[config.mk]
export PLATFORM = sky130hd
export DESIGN_NAME = mem_access_unit_flat
export DESIGN_NICKNAME = d
export VERILOG_FILES = /design/src/rtl/mem_access_unit_if.sv /design/src/rtl/mem_access_unit.sv /design/src/flat_wrapper.sv
export SDC_FILE = /design/constraint.sdc
export NUM_CORES = 1
export LEC_CHECK = 0
export CORE_ASPECT_RATIO = 2
export CORE_MARGIN = 2
export CORE_UTILIZATION = 41
export DETAILED_ROUTE_END_ITERATION = 16
export HOLD_SLACK_MARGIN = 0.12
export PLACE_DENSITY = 0.76
export SYNTH_ARGS = -nofsm -noshare
export SYNTH_HDL_FRONTEND = slang
export SYNTH_SLANG_ARGS = --single-unit
[constraint.sdc]
create_clock -name clk -period 7.39 [get_ports clk]
set_clock_uncertainty 0.1 [all_clocks]
set_input_delay 0.739 -clock clk [delete_from_list [all_inputs] [get_ports clk]]
set_output_delay 0.739 -clock clk [all_outputs]
set_load 0.01 [all_outputs]
[src/rtl/mem_access_unit_if.sv]
// Data-bus bundle between the memory-stage access unit (master) and the memory system (slave).
interface mem_access_unit_if #(
    parameter int DATA_W = 32,
    parameter int ADDR_W = 32
);
    localparam int BYTES = DATA_W / 8;

    logic              bus_req;
    logic              bus_we;
    logic [ADDR_W-1:0] bus_addr;
    logic [BYTES-1:0]  bus_byte_en;
    logic [DATA_W-1:0] bus_wdata;
    logic              bus_ack;
    logic [DATA_W-1:0] bus_rdata;
    logic              bus_err;

    modport master (
        output bus_req, bus_we, bus_addr, bus_byte_en, bus_wdata,
        input  bus_ack, bus_rdata, bus_err
    );

    modport slave (
        input  bus_req, bus_we, bus_addr, bus_byte_en, bus_wdata,
        output bus_ack, bus_rdata, bus_err
    );
endinterface

[src/rtl/mem_access_unit.sv]
// Multi-cycle load/store unit for the MEM stage: alignment check, lane steering,
// req/ack bus transaction with timeout, and sign/zero extension of load data.
module mem_access_unit #(
    parameter int DATA_W  = 32,
    parameter int ADDR_W  = 32,
    parameter int TIMEOUT = 15
) (
    input  logic              clk,
    input  logic              reset,
    input  logic              req_valid,
    input  logic              req_we,
    input  logic [1:0]        req_size,
    input  logic              req_signed,
    input  logic [ADDR_W-1:0] req_addr,
    input  logic [DATA_W-1:0] req_wdata,
    output logic              stall,
    output logic              resp_valid,
    output logic [DATA_W-1:0] resp_rdata,
    output logic              exc_valid,
    output logic [2:0]        exc_code,
    mem_access_unit_if.master bus
);
    localparam int BYTES = DATA_W / 8;
    localparam int OFS_W = $clog2(BYTES);

    localparam logic [1:0] IDLE = 2'd0;
    localparam logic [1:0] BUSY = 2'd1;
    localparam logic [1:0] DONE = 2'd2;

    logic [1:0]       state_reg;
    logic [7:0]       count_reg;
    logic [OFS_W-1:0] ofs_reg;
    logic [1:0]       size_reg;
    logic             signed_reg;
    logic             we_reg;

    logic [OFS_W-1:0]  ofs;
    logic [3:0]        nbytes;
    logic              illegal;
    logic              aligned;
    logic [BYTES-1:0]  lane_en;
    logic [DATA_W-1:0] wdata_masked;
    logic [DATA_W-1:0] wdata_lane;

    assign ofs     = req_addr[OFS_W-1:0];
    assign nbytes  = 4'd1 << req_size;
    assign illegal = (DATA_W == 32) && (req_size == 2'd3);
    assign aligned = (ofs & OFS_W'(nbytes - 4'd1)) == '0;

    generate
        for (genvar gi = 0; gi < BYTES; gi++) begin : g_store_lane
            assign lane_en[gi] = (32'(gi) >= 32'(ofs)) && (32'(gi) < 32'(ofs) + 32'(nbytes));
            assign wdata_masked[8*gi +: 8] = (32'(gi) < 32'(nbytes)) ? req_wdata[8*gi +: 8] : 8'h00;
        end
    endgenerate

    assign wdata_lane = wdata_masked << {ofs, 3'b000};

    // Load path works from the latched offset/size, since req_* may change once stall drops.
    logic [3:0]        nbytes_lat;
    logic [DATA_W-1:0] rdata_shift;
    logic [DATA_W-1:0] rdata_ext;
    logic              sign_bit;

    assign nbytes_lat  = 4'd1 << size_reg;
    assign rdata_shift = bus.bus_rdata >> {ofs_reg, 3'b000};

    always_comb begin
        sign_bit = 1'b0;
        case (size_reg)
            2'd0:    sign_bit = rdata_shift[7];
            2'd1:    sign_bit = rdata_shift[15];
            2'd2:    sign_bit = rdata_shift[31];
            default: sign_bit = rdata_shift[DATA_W-1];
        endcase
        sign_bit = sign_bit & signed_reg;
    end

    generate
        for (genvar gi = 0; gi < BYTES; gi++) begin : g_load_lane
            assign rdata_ext[8*gi +: 8] = (32'(gi) < 32'(nbytes_lat)) ? rdata_shift[8*gi +: 8]
                                                                       : {8{sign_bit}};
        end
    endgenerate

    assign stall = (state_reg == IDLE) ? req_valid : (state_reg == BUSY);

    always_ff @(posedge clk) begin
        if (!reset) begin
            state_reg       <= IDLE;
            count_reg       <= '0;
            ofs_reg         <= '0;
            size_reg        <= '0;
            signed_reg      <= 1'b0;
            we_reg          <= 1'b0;
            resp_valid      <= 1'b0;
            resp_rdata      <= '0;
            exc_valid       <= 1'b0;
            exc_code        <= '0;
            bus.bus_req     <= 1'b0;
            bus.bus_we      <= 1'b0;
            bus.bus_addr    <= '0;
            bus.bus_byte_en <= '0;
            bus.bus_wdata   <= '0;
        end else begin
            resp_valid <= 1'b0;
            exc_valid  <= 1'b0;
            case (state_reg)
                IDLE: begin
                    resp_rdata <= '0;
                    exc_code   <= '0;
                    if (req_valid) begin
                        ofs_reg    <= ofs;
                        size_reg   <= req_size;
                        signed_reg <= req_signed;
                        we_reg     <= req_we;
                        if (illegal || !aligned) begin
                            state_reg <= DONE;
                            exc_valid <= 1'b1;
                            exc_code  <= illegal ? 3'd5 : (req_we ? 3'd2 : 3'd1);
                        end else begin
                            state_reg       <= BUSY;
                            count_reg       <= '0;
                            bus.bus_req     <= 1'b1;
                            bus.bus_we      <= req_we;
                            bus.bus_addr    <= req_addr & ~ADDR_W'(BYTES - 1);
                            bus.bus_byte_en <= lane_en;
                            bus.bus_wdata   <= wdata_lane;
                        end
                    end
                end
                BUSY: begin
                    count_reg <= count_reg + 8'd1;
                    // An ack arriving on the last allowed cycle still completes normally.
                    if (bus.bus_ack || (count_reg == 8'(TIMEOUT - 1))) begin
                        state_reg       <= DONE;
                        bus.bus_req     <= 1'b0;
                        bus.bus_we      <= 1'b0;
                        bus.bus_addr    <= '0;
                        bus.bus_byte_en <= '0;
                        bus.bus_wdata   <= '0;
                        if (!bus.bus_ack) begin
                            exc_valid <= 1'b1;
                            exc_code  <= 3'd4;
                        end else if (bus.bus_err) begin
                            exc_valid <= 1'b1;
                            exc_code  <= 3'd3;
                        end else begin
                            resp_valid <= 1'b1;
                            resp_rdata <= we_reg ? '0 : rdata_ext;
                        end
                    end
                end
                DONE: begin
                    state_reg  <= IDLE;
                    resp_rdata <= '0;
                    exc_code   <= '0;
                end
                default: state_reg <= IDLE;
            endcase
        end
    end
endmodule

[src/flat_wrapper.sv]
// flat-port wrapper written by rule: the top's interface ports become plain ports
module mem_access_unit_flat 
#(
    parameter int DATA_W  = 32,
    parameter int ADDR_W  = 32,
    parameter int TIMEOUT = 15
)
  (clk, reset, req_valid, req_we, req_size, req_signed, req_addr, req_wdata, stall, resp_valid, resp_rdata, exc_valid, exc_code, bus_bus_req, bus_bus_we, bus_bus_addr, bus_bus_byte_en, bus_bus_wdata, bus_bus_ack, bus_bus_rdata, bus_bus_err);
  mem_access_unit_if #(.DATA_W(DATA_W), .ADDR_W(ADDR_W)) bus_i ();
  input  logic clk;
  input  logic reset;
  input  logic req_valid;
  input  logic req_we;
  input  logic [1:0] req_size;
  input  logic req_signed;
  input  logic [ADDR_W-1:0] req_addr;
  input  logic [DATA_W-1:0] req_wdata;
  output logic stall;
  output logic resp_valid;
  output logic [DATA_W-1:0] resp_rdata;
  output logic exc_valid;
  output logic [2:0] exc_code;
  output wire logic [$bits(bus_i.bus_req)-1:0] bus_bus_req;
  output wire logic [$bits(bus_i.bus_we)-1:0] bus_bus_we;
  output wire logic [$bits(bus_i.bus_addr)-1:0] bus_bus_addr;
  output wire logic [$bits(bus_i.bus_byte_en)-1:0] bus_bus_byte_en;
  output wire logic [$bits(bus_i.bus_wdata)-1:0] bus_bus_wdata;
  input wire logic [$bits(bus_i.bus_ack)-1:0] bus_bus_ack;
  input wire logic [$bits(bus_i.bus_rdata)-1:0] bus_bus_rdata;
  input wire logic [$bits(bus_i.bus_err)-1:0] bus_bus_err;
  assign bus_bus_req = bus_i.bus_req;
  assign bus_bus_we = bus_i.bus_we;
  assign bus_bus_addr = bus_i.bus_addr;
  assign bus_bus_byte_en = bus_i.bus_byte_en;
  assign bus_bus_wdata = bus_i.bus_wdata;
  assign bus_i.bus_ack = bus_bus_ack;
  assign bus_i.bus_rdata = bus_bus_rdata;
  assign bus_i.bus_err = bus_bus_err;
  mem_access_unit #(.DATA_W(DATA_W), .ADDR_W(ADDR_W), .TIMEOUT(TIMEOUT)) u_core (.clk(clk), .reset(reset), .req_valid(req_valid), .req_we(req_we), .req_size(req_size), .req_signed(req_signed), .req_addr(req_addr), .req_wdata(req_wdata), .stall(stall), .resp_valid(resp_valid), .resp_rdata(resp_rdata), .exc_valid(exc_valid), .exc_code(exc_code), .bus(bus_i));
endmodule
==> impl_metrics.ini <==
[outcome]
status = complete, no violations

[synthesis]
yosys-top-cells-area = dfxtp_1 45%, a22o_1 9.0%, a22oi_1 4.0%, o21ai_0 3.8%, mux2_2 3.3%
synthFlopType = dfxtp_1
yosysSeqAreaShare = 0.4502
synth_edf_count = 0
ys_warn_count = 0
yosys.area.top_type = dfxtp_1
synth_cell_type_count = 57
synth_seq_cells = 121
synth_top_area_frac = 0.4502
netlist_instances = 564
syn_avg_cell_area_um2 = 9.539
async_flop_share = 0
syn-cell-area_mm2 = 0.005380

[clock_tree]
clockBufferDepth = 2
cts_root_buf = clkbuf_16
path_clk_slew_ns = 0.05
cts.sinks = 121
cts_buffers = 17
post_cts_buffers = 0
h-tree-depth = 4
clk_latency_ns = 0.40
cts_tree = built
cts-hold-fix-buffers = 0
cts_resized = 0

[detailed_routing]
vias_per_cell = 5.783
first_iter_violations = 319
firstDrtPassIters = 7
wirelength_um = 17210
detail_route.wl_per_cell_um = 18.69
num_vias = 5326
route.detailed.drc = 0
ant_nets = 0

[cells_and_area]
mostFrequentLayoutCell = clkdlybuf4s50_1
layout_common_cells = 210 x clkdlybuf4s50_1, 121 x dfxtp_1, 55 x a22o_1
areaGrowthSynthToFinish_pct = 52.77
final_area_mm2 = 0.008219
n_antenna_cell = 0
num-nets-final = 871
fin_cells = 921
drive_gt1_frac = 0.08453
reg.largest.list = u_core.bus.bus_wdata: 32 flops, u_core.resp_rdata: 32 flops, u_core.bus.bus_addr: 30 flops

[die]
start_util = 0.4165
io-pin-count = 213
die_w_um = 85
coreArea_mm2 = 0.01292
row_count = 59
die_y_um = 166
dieArea_mm2 = 0.01411

[sta]
finalHoldViolCount = 0
finalCritPeriodShare = 0.5304
tightest_slew_ns = 1.183
hold_ws_ns = 0.3540
max_freq_ghz = 0.2551
period_needed_ns = 3.920
rsz0062_at_grt = no
report.final.slew_viol_count = 0
slew_headroom = 0.2103
fin_tns_setup_ns = 0
setup_viol = 0

[flow_run]
drv_cap = 0

[worst_hold_path]
worstHoldPathType = register to register
holdPathStages = 2

[power_and_ir_drop]
powerDensity_mw_per_mm2 = 230.9
p_clk_frac = 0.490
power.leakage_nw = 3.006
p_sw_frac = 0.2370
ir_worst_vdd_mv = 0.1818
comb_power_share = 0.145
intPower_mw = 1.448
power_frac_seq = 0.365
p_total_mw = 1.898
p_switching_mw = 0.4499

[global_route]
grt_pass1_vias = 5416
grt_antenna_before_repair = 0
grt_usage = 0.2389
grt_pass1_wl_um = 27290
grt_start_max_net_pins = 69
grt_overflow = 0

[place]
dpl_cell_area_mm2 = 0.007546
place.gp.congestion = 0.8361
dp_cells = 889
io_buffers = 210
hpwl_um = 12650

[setup_path]
start_kind = primary input
cp.arrival_ns = 4.16
end_kind = register
cpMostUsedCell = nor2_1
crit_required_ns = 7.63
r2r_cells = 6
critPathKind = primary input to register
cp_max_fo = 23
crit_chain = clkdlybuf4s50_1 > nor2_1 > inv_1 > ha_1 > nor4bb_1 > nand4_1 > nor2_1 > a32o_1
cp_slowest_cell = clkdlybuf4s50_1
max_stage_delay_ns = 0.80
-- cell usage after synthesis (all sizes together) (2+ instances only) --
master,count
o41a,2
a21oi,28
o21ai,41
a221oi,3
or3,6
and2,2
a31oi,2
a22o,55
inv,10
or2,3
a22oi,29
nand4,2
nand3,5
a32o,11
clkbuf,30
o22ai,8
nand4b,2
or4,2
dfxtp,121
o31ai,3
nor2,21
a211o,7
a32oi,8
nor2b,12
nand2,45
nor3,2
nand2b,8
ha,10
o32ai,2
mux2i,10
buf,15
o221a,3
o2bb2ai,14
nor4,2
nand3b,3
o21a,2
a21o,3
mux2,16
xnor2,3
-- kinds of logic after synthesis --
| kind of cell | synth area share |
|---|---|
| buffers and inverters | 0.04326 |
| DFF | 0.4502 |
| and+or+nand+nor | 0.1161 |
| AOI/OAI and AO/OA | 0.3095 |
| adders and majority gates | 0.02326 |
| muxes | 0.05209 |
| xor gates and xnor gates | 0.004885 |
| other | 0.0006970 |
-- routing by layer --
layer  track usage  share of wire
met3       0.05268          0.062
met5             0              0
met4        0.1035          0.031
met2        0.4538           0.55
met1        0.2402           0.35
-- worst max-delay path: cells and delay by family --
kind | cells | cell delay, ns
AO/OA/AOI/OAI | 1 | 0.26
buffers and inverters | 2 | 0.91
AND/OR/NAND/NOR | 4 | 1.99
adder cells (fa/ha/maj) | 1 | 0.25
-- per-stage QoR --
| stage | worst slack, ns | util |
|---|---|---|
| after floorplan | 4.363 | - |
| after global placement | 3.349 | 0.5841 |
| after detailed placement | 3.124 | 0.5841 |
| after CTS | 3.535 | 0.6362 |
| after global routing | 3.196 | 0.6362 |
| final | 3.470 | 0.6362 |
-- final timing paths --
path	to	startpoint	slack [ns]
worst max-delay path	u_core.bus.bus_wdata[7]	req_size[1]	3.47
worst min-delay path	u_core.we_reg	u_core.we_reg	0.35
worst min register to register	u_core.we_reg	u_core.we_reg	0.35
worst max register to register	u_core.bus.bus_wdata[7]	u_core.state_reg[1]	4.55
-- final cells by class --
cell class              instances  area (µm²)
clock buffers                  22       484.2
clock inverters                10       188.9
fillers                      1092        4700
inverters                      11       41.29
multi-input cells             388        2738
flip-flops and latches        121        2422
well taps                     152       190.2
repair buffers                217        2155
-- power by group through the flow --
stage	clock (mW)	combinational, mW	sequential, mW
after floorplan	0	0.138	0.708
after global placement	0	0.267	0.705
after global routing	0.970	0.298	0.696
after CTS	0.941	0.275	0.692
after detailed placement	0	0.272	0.705
final	0.929	0.276	0.693
No activity file was read; power rests on OpenSTA's default activity.
